**src/rtl/pipe_spawner.sv**
```systemverilog
// pipe_spawner: four-lane scrolling pipe field with LFSR gap placement and tightening gap.
// Pipes scroll one px per frame while playing, respawn at the right edge, and freeze on death.
module pipe_spawner #(
    parameter int          SPACING     = 200,
    parameter int          PIPE_HALF_W = 30,
    parameter int          SPEED       = 1,
    parameter int          GAP_INIT    = 80,
    parameter int          GAP_FLOOR   = 40,
    parameter int          GAP_STEP    = 2,
    parameter int          GAP_BASE    = 112,
    parameter logic [15:0] LFSR_SEED   = 16'hACE1
) (
    input  logic             clk,
    input  logic             Reset_n,
    input  logic             frame_tick,
    input  logic             gameOn,
    input  logic             ded,
    output logic [3:0][12:0] pipeX,
    output logic [3:0][12:0] pipeWidth,
    output logic [3:0][12:0] pipeGapSize,
    output logic [3:0][12:0] pipeGapLocation
);
    typedef enum logic [1:0] {IDLE, SCROLL, FROZEN} state_t;

    localparam logic [12:0] SPD   = 13'(SPEED);
    localparam logic [12:0] WRAP  = 13'(4 * SPACING - SPEED);
    localparam logic [12:0] FLOOR = 13'(GAP_FLOOR);
    localparam logic [12:0] STEP  = 13'(GAP_STEP);
    localparam logic [12:0] BASE  = 13'(GAP_BASE);

    state_t           state_q, state_d;
    logic [15:0]      lfsr_q;
    logic [12:0]      gap_q, gap_d;
    logic [3:0][12:0] x_q, x_d, gs_q, gs_d, gl_q, gl_d;
    logic             move;

    assign pipeX           = x_q;
    assign pipeGapSize     = gs_q;
    assign pipeGapLocation = gl_q;
    assign pipeWidth       = {4{13'(PIPE_HALF_W)}};

    always_comb begin
        state_d = (ded || state_q == FROZEN) ? FROZEN :
                  (state_q == SCROLL || gameOn) ? SCROLL : IDLE;
        move    = state_q == SCROLL && !ded && gameOn && frame_tick;
        x_d     = x_q;
        gs_d    = gs_q;
        gl_d    = gl_q;
        gap_d   = gap_q;
        // lanes are walked in index order so multiple respawns each take one gap step
        for (int i = 0; i < 4; i++) begin
            if (move) begin
                if (x_q[i] >= SPD) begin
                    x_d[i] = x_q[i] - SPD;
                end else begin
                    x_d[i]  = x_q[i] + WRAP;
                    gl_d[i] = BASE + {5'b0, lfsr_q[7:0]};
                    gap_d   = (gap_d >= FLOOR + STEP) ? gap_d - STEP : FLOOR;
                    gs_d[i] = gap_d;
                end
            end
        end
    end

    always_ff @(posedge clk or negedge Reset_n) begin
        if (!Reset_n) begin
            state_q <= IDLE;
            lfsr_q  <= LFSR_SEED;
            gap_q   <= 13'(GAP_INIT);
            for (int i = 0; i < 4; i++) begin
                x_q[i]  <= 13'(640 + PIPE_HALF_W + i * SPACING);
                gs_q[i] <= 13'(GAP_INIT);
                gl_q[i] <= 13'd240;
            end
        end else begin
            state_q <= state_d;
            lfsr_q  <= {lfsr_q[14:0], lfsr_q[15] ^ lfsr_q[13] ^ lfsr_q[12] ^ lfsr_q[10]};
            gap_q   <= gap_d;
            x_q     <= x_d;
            gs_q    <= gs_d;
            gl_q    <= gl_d;
        end
    end
endmodule

```
**config.mk**
```make
export PLATFORM = sky130hd
export DESIGN_NAME = pipe_spawner
export DESIGN_NICKNAME = d
export VERILOG_FILES = /design/src/rtl/pipe_spawner.sv
export SDC_FILE = /design/constraint.sdc
export NUM_CORES = 1
export LEC_CHECK = 0
export ABC_AREA = 1
export BUFFER_PORTS_ARGS = -buffer_cell sky130_fd_sc_hd__buf_4
export CORE_MARGIN = 4
export CORE_UTILIZATION = 30
export DETAILED_ROUTE_END_ITERATION = 7
export HOLD_SLACK_MARGIN = 0.05
export MAX_ROUTING_LAYER = met4
export PLACE_DENSITY = 0.5
export SETUP_SLACK_MARGIN = 0.1
export SLEW_MARGIN = 20
export SYNTH_ARGS = -nofsm -noshare
export SYNTH_HDL_FRONTEND = slang
export SYNTH_SLANG_ARGS = --single-unit
```
**constraint.sdc**
```tcl
create_clock -name clk -period 6.1 [get_ports clk]
set_input_delay 1.22 -clock clk [delete_from_list [all_inputs] [get_ports clk]]
set_output_delay 1.22 -clock clk [all_outputs]
set_load 0.01 [all_outputs]
```
==> results.txt, run 1 <==
LEAKAGE: 6.161 nW
worst rel slew slack: 37.43%
Setup crit start kind: input port
Compound-Gate Fraction of Synth Area: 6.523%
CTS root buf: clkbuf_16
Max Clk Rate: 0.1959 GHz
critical path peak fanout: 18
number of global-route vias before repair: 7799
DRC violations left: 0
# IOs: 213
Hold WC Path Type: flip-flop to flip-flop
Tot Pwr: 2.310 mW
syn avg cell area: 7.929 µm²
Synth top area share: 29.42%
prevailing post-synth register cell: dfrtp_1
mapped cell area: 9610 µm²
Final Cell Area: 11520 µm²
Reg area: 4352 µm²
CORE AREA: 31560 µm²
vias per cell: 4.395
clk_lat worst skew: 0.44 ns
status: completed
post-synthesis mux area share: 0%
crit path kind: input port to flip-flop
Synth area leader: dfrtp_1
adder-cell share of the synthesized area: 1.692%
clock skew: 0.02269 ns
Final Util: 36.51%
First DRT Iteration DRCs: 448
Area Growth Syn to Fin: 19.89%
CTS max path bufs: 2
GRT overflow: 0
top post-synthesis cells by area: dfrtp_1 (29%), dfstp_2 (16%), nand2_1 (13%)
max_cap viols: 0
CTS Hold Buffers Added: 0
Synth cell types: 42
first-pass GRT wire length: 43270 µm
Port Buffers: 144
Final Hold Fails: 0
effective utilization at floorplan: 30.46%
Period minus WS final: 5.105 ns
number of synthesized flops with an enable pin: 0
multi-input logic area: 4373 µm²
Ys Warns: 0
Synth top cells by count: nand2_1 (334), nor2_1 (146), inv_1 (121)
TritonCTS clock tree: built
CP Data Required Time: 6.41 ns
CTS Buf Count: 17
routed vias: 7806
Post-Route WL: 26800 µm
final setup fails: 0
most frequent cell after synthesis: nand2_1
Seq cells post-synth: 171
total negative slack: 0 ns
share of layout cells above drive strength 1: 23.14%
Arrival @ worst endpoint: 5.42 ns
TritonCTS sink count: 171
postcts setup bufs: 0
Mapped Cells: 1212
RSZ-0062 raised after global routing: false
Worst-Margin Slew: 0.9328 ns
wire length per cell: 15.09 µm
Die Footprint: 34960 µm²
Pwr Density: 200.5 nW/µm²
Placed Instance Area: 10900 µm²
post-cts resize count: 0
Synth Area in Simple Gates: 28.80%
VDD IR-drop max: 0.1230 mV
nets@finish: 1379
largest net degree at the start of global routing: 69
GPL Wtd Cong: 0.8775
Die Span X: 187.0 µm
fill count: 3279
ANT nets after route: 0
Die Ht: 187.0 µm
initial antenna violation count: 0
CP endpoint kind: flip-flop
post-synthesis xor/xnor area fraction: 5.833%
Final period util: 83.69%
HPWL after detailed placement: 20850 µm
largest family of logic cells by synthesized area: simple AND/OR/NAND/NOR gates
Slew Limit Fails: 0
drt pass-1 iters: 7
H-tree levels: 4
clk slew on worst S/H paths: 0.09 ns
number of diodes: 0
# rows: 65
Seq/Total Area, Yosys: 45.28%
Total GRT Usage: 15.75%
ys async rst share: 100.0%
## layer usage
layer / up-vias / routed length [µm] / track usage (%)
met5: - / 0 / -
met2: 176 / 12690 / 25.26
li1: 3950 / - / -
met1: 3664 / 12210 / 20.24
met4: 0 / 276 / 3.328
met3: 16 / 1624 / 4.143
## area by class of cell
type	count	area share [%]
clock buffer	17	3.692
sequential	171	37.77
timing repair buffer	153	10.00
clock inverter	15	1.727
multi-input combinational	880	37.95
inverter	138	4.496
tap	402	4.365
## per-stage QoR
step / hold slack [ns] / worst slack [ns] / instances
CTS: 0.3573 / 0.9883 / 1776
global placement: 0.3373 / 0.6800 / 1744
finish: 0.3530 / 0.9948 / 1776
global route: 0.3709 / 0.4625 / 1776
detailed placement: 0.3358 / 0.5460 / 1744
floorplan: 0.3312 / 1.310 / 1278
## final timing paths
check / slack [ns] / end / cells past startpoint / start
worst min register to register: 0.35 / lfsr_q[9] / 0 / lfsr_q[8]
min in group asynchronous: 0.75 / pipeGapLocation[16] / 1 / Reset_n
worst max-delay path: 0.99 / pipeGapSize[51] / 27 / ded
worst max register to register: 1.13 / pipeGapSize[51] / 34 / gap_q[1]
max in group asynchronous: 4.05 / gap_q[3] / 2 / Reset_n
worst min-delay path: 0.35 / lfsr_q[9] / 0 / lfsr_q[8]
## worst max-delay path, stage by stage
cell and delay, ns:
buf_4 0.11, inv_1 0.10, nand3_4 0.12, nor2_4 0.15, nand3_4 0.21, nor2_2 0.49, a21oi_1 0.17, nand2_1 0.12
nor2_1 0.07, nand3_1 0.12, nand2_2 0.22, a21oi_2 0.35, ha_1 0.23, inv_1 0.06, a21oi_1 0.13, nand2_1 0.07
nand2_2 0.10, nand2_4 0.12, a21boi_2 0.23, ha_1 0.27, inv_1 0.06, a21oi_1 0.13, nand2_1 0.06, nand2_1 0.15
nand2_4 0.12, nand2_4 0.13, o21ai_1 0.08
## state kept, by name, summed over array words and instances, names as in the netlist
register	count
pipeX	52
lfsr_q	16
state_q	2
gap_q	13
pipeGapLocation	36
pipeGapSize	52
## where the power goes
group	switching [mW]	internal [mW]	total [mW]
combinational	0.0420	0.00293	0.0449
sequential	0	1.13	1.13
clock	0.561	0.569	1.13
total	0.603	1.71	2.31
## kinds of logic after synthesis
family / count (synthesis)
xor+xnor: 64
buf+inv: 227
other cells: 2
compound gates: 108
fa+ha+maj: 13
flops: 171
simple gates: 627
## cell usage in the layout, fill, tap and decap left out, drive strengths merged, types with 2 or more instances in the layout
| cell | instances |
|---|---|
| nor2 | 166 |
| dfrtp | 113 |
| o21ai | 73 |
| nand4 | 16 |
| a21oi | 22 |
| o211ai | 2 |
| clkbuf | 17 |
| xor2 | 41 |
| dfstp | 58 |
| buf | 153 |
| ha | 13 |
| nand2 | 347 |
| xnor2 | 23 |
| o21bai | 2 |
| a22o | 5 |
| inv | 144 |
| nor3 | 10 |
| nor4 | 5 |
| nand3 | 79 |
| conb | 68 |
| clkinv | 9 |
Power figures use the tool's default switching activity.
==> inputs of run 2 (changes only) <==
==> constraint.sdc (replaced) <==
create_clock -name clk -period 5.1 [get_ports clk]
set_input_delay 1.02 -clock clk [delete_from_list [all_inputs] [get_ports clk]]
set_output_delay 1.02 -clock clk [all_outputs]
set_load 0.01 [all_outputs]
==> run 2 against run 1 <==
Compared with the run above: design area increased by 1.6%; largest cell class unchanged; sequential cell count unchanged; register-to-register slack worse by 0.60 ns; first-iteration DRC count grew 14%; sequential power up 20%; via count is 1.3% higher; critical path depth is 9 higher; total power is 21% higher; wire length is 2.1% higher; cell count grew 0.90%; worst setup slack got worse by 0.46 ns; sequential share of layout area down 0.59 points.
==> results.txt, run 2 (synthesized netlist as in run 1, its figures left out) <==
Hold WC Path Type: flip-flop to flip-flop
Net Sw Frac: 25.98% (-0.13 points)
first-pass GRT wire length: 43330 µm (+0.15%)
CP endpoint kind: flip-flop
TritonCTS clock tree: built
Die Span X: 187.0 µm (unchanged)
commonest cells after routing, fill and taps aside: nand2_1 (332), buf_4 (167), nor2_1 (144), inv_1 (121), dfrtp_1 (113)
dpl ws: -0.004950 ns (-0.5509 ns)
total negative slack: 0 ns (unchanged)
Final Cell Area: 11700 µm² (+1.6%)
effective utilization at floorplan: 30.46% (unchanged)
Period minus WS final: 4.569 ns
Reg area: 4352 µm² (unchanged)
LEAKAGE: 6.266 nW (+1.7%)
Final period util: 89.59%
CTS Buf Count: 17 (unchanged)
Critical R2R Launch: gap_q[1]
Arrival @ worst endpoint: 4.87 ns (-0.55 ns)
Total GRT Usage: 15.88% (+0.13 points)
Max Clk Rate: 0.2189 GHz
hold_sp: lfsr_q[9]
CORE AREA: 31560 µm² (unchanged)
clk_lat worst skew: 0.43 ns (about the same)
# rows: 65 (unchanged)
CTS root buf: clkbuf_16
clock skew: 0.01705 ns (-0.005645 ns)
drt pass-1 iters: 5 (-2)
Post-Route WL: 27350 µm (+2.1%)
TritonCTS sink count: 171 (unchanged)
CTS max path bufs: 2 (unchanged)
multi-input logic area: 4418 µm² (+1.0%)
DRC violations left: 0 (unchanged)
# IOs: 213 (unchanged)
Seq pwr share: 48.6% (-0.5 points)
fill count: 3293 (+0.43%)
GRT overflow: 0 (unchanged)
H-tree levels: 4 (unchanged)
critical path peak fanout: 11 (-7)
routed vias: 7910 (+1.3%)
Setup crit start kind: flip-flop
crit path kind: flip-flop to flip-flop
Most common cell on crit path: nand2_1
final setup fails: 0 (unchanged)
vias per cell: 4.414 (+0.43%)
Placed Instance Area: 10990 µm² (+0.83%)
clk slew on worst S/H paths: 0.08 ns (about the same)
Pwr Density: 238.5 nW/µm² (+19%)
GPL Wtd Cong: 0.9331 (+6.3%)
wire length per cell: 15.26 µm (+1.2%)
initial antenna violation count: 0 (unchanged)
status: completed
Worst-Margin Slew: 0.9757 ns (+0.04295 ns)
Clock Power Share: 49.4% (+0.5 points)
number of global-route vias before repair: 7668 (-1.7%)
number of diodes: 0 (unchanged)
most common cell after layout, fill and taps aside: nand2_1
fin worst setup slack: 0.5311 ns (-0.4636 ns)
P_sw: 0.7251 mW (+20%)
ANT nets after route: 0 (unchanged)
Worst path max stage delay: 0.44 ns (-0.05 ns)
VDD IR-drop max: 0.1738 mV (+41%)
largest net degree at the start of global routing: 100 (+45%)
share of layout cells above drive strength 1: 24.32% (+1.2 points)
worst rel slew slack: 34.55% (-2.9 points)
hold_ws: 0.3579 ns (+0.004940 ns)
nets@finish: 1395 (+1.2%)
First DRT Iteration DRCs: 510 (+14%)
max_cap viols: 0 (unchanged)
Final Hold Fails: 0 (unchanged)
CTS Hold Buffers Added: 0 (unchanged)
Die Ht: 187.0 µm (unchanged)
Port Buffers: 144 (unchanged)
Area Growth Syn to Fin: 21.78%
Die Footprint: 34960 µm² (unchanged)
Int Power: 2.066 mW (+21%)
CP Data Required Time: 5.40 ns (-1.01 ns)
RSZ-0062 raised after global routing: false
Combinational Power Share: 1.9% (about the same)
CP max-delay cell: dfrtp_1
Slew Limit Fails: 0 (unchanged)
Critical Path Source: gap_q[1]
HPWL after detailed placement: 21100 µm (+1.2%)
## run 2: critical path: cells and delay by family, from the launching register on
kind,cells,cell delay [ns]
DFF,1,0.44
AOI/OAI and AO/OA,6,0.73
and+or+nand+nor,19,2.00
adders and majority gates,4,0.77
buffers and inverters,7,0.48
## run 2: stage by stage
| stage | utilization [%] | power [mW] | cells |
|---|---|---|---|
| after floorplan | - | 1.444 | 1278 |
| after global placement | 34.82 | 1.438 | 1756 |
| after detailed placement | 34.82 | 1.438 | 1756 |
| after CTS | 36.81 | 2.834 | 1788 |
| after global routing | 37.09 | 2.902 | 1792 |
| final | 37.09 | 2.791 | 1792 |
## run 2: layout make-up
cell class / count / area share [%]
tap: 402 / 4.298
multi-input combinational: 880 / 37.75
sequential: 171 / 37.18
timing repair buffer: 169 / 10.98
clock buffer: 18 / 3.849
inverter: 138 / 4.426
clock inverter: 14 / 1.518
## run 2: metal layers
metal	track usage [%]	vias to the layer above	wire, µm	share of wire, %
li1	-	3998	-	-
met1	20.23	3692	12310	45
met2	24.91	199	12850	47
met3	4.983	21	1795	6.6
met4	3.669	0	403	1.5
met5	-	-	0	0
## run 2: repair_timing
item,in CTS,in global routing
setup buffers,0,4
endpoints found under the setup margin,0,26
resized for setup,0,9
## run 2: final timing paths
kind / end / slack [ns] / cells past startpoint
min in group asynchronous: lfsr_q[8] / 0.66 / 1
setup reg to reg: gap_q[12] / 0.53 / 36
hold reg to reg: lfsr_q[10] / 0.36 / 0
setup / recovery: gap_q[12] / 0.53 / 36
max in group asynchronous: pipeGapLocation[5] / 3.27 / 2
hold / removal: lfsr_q[10] / 0.36 / 0
## run 2: power by group through the flow
stage	registers [mW]	logic (mW)	clock network (mW)
after floorplan	1.38	0.0616	0
after global placement	1.38	0.0558	0
after detailed placement	1.38	0.0558	0
after CTS	1.36	0.0558	1.42
after global routing	1.36	0.0628	1.48
final	1.36	0.0542	1.38
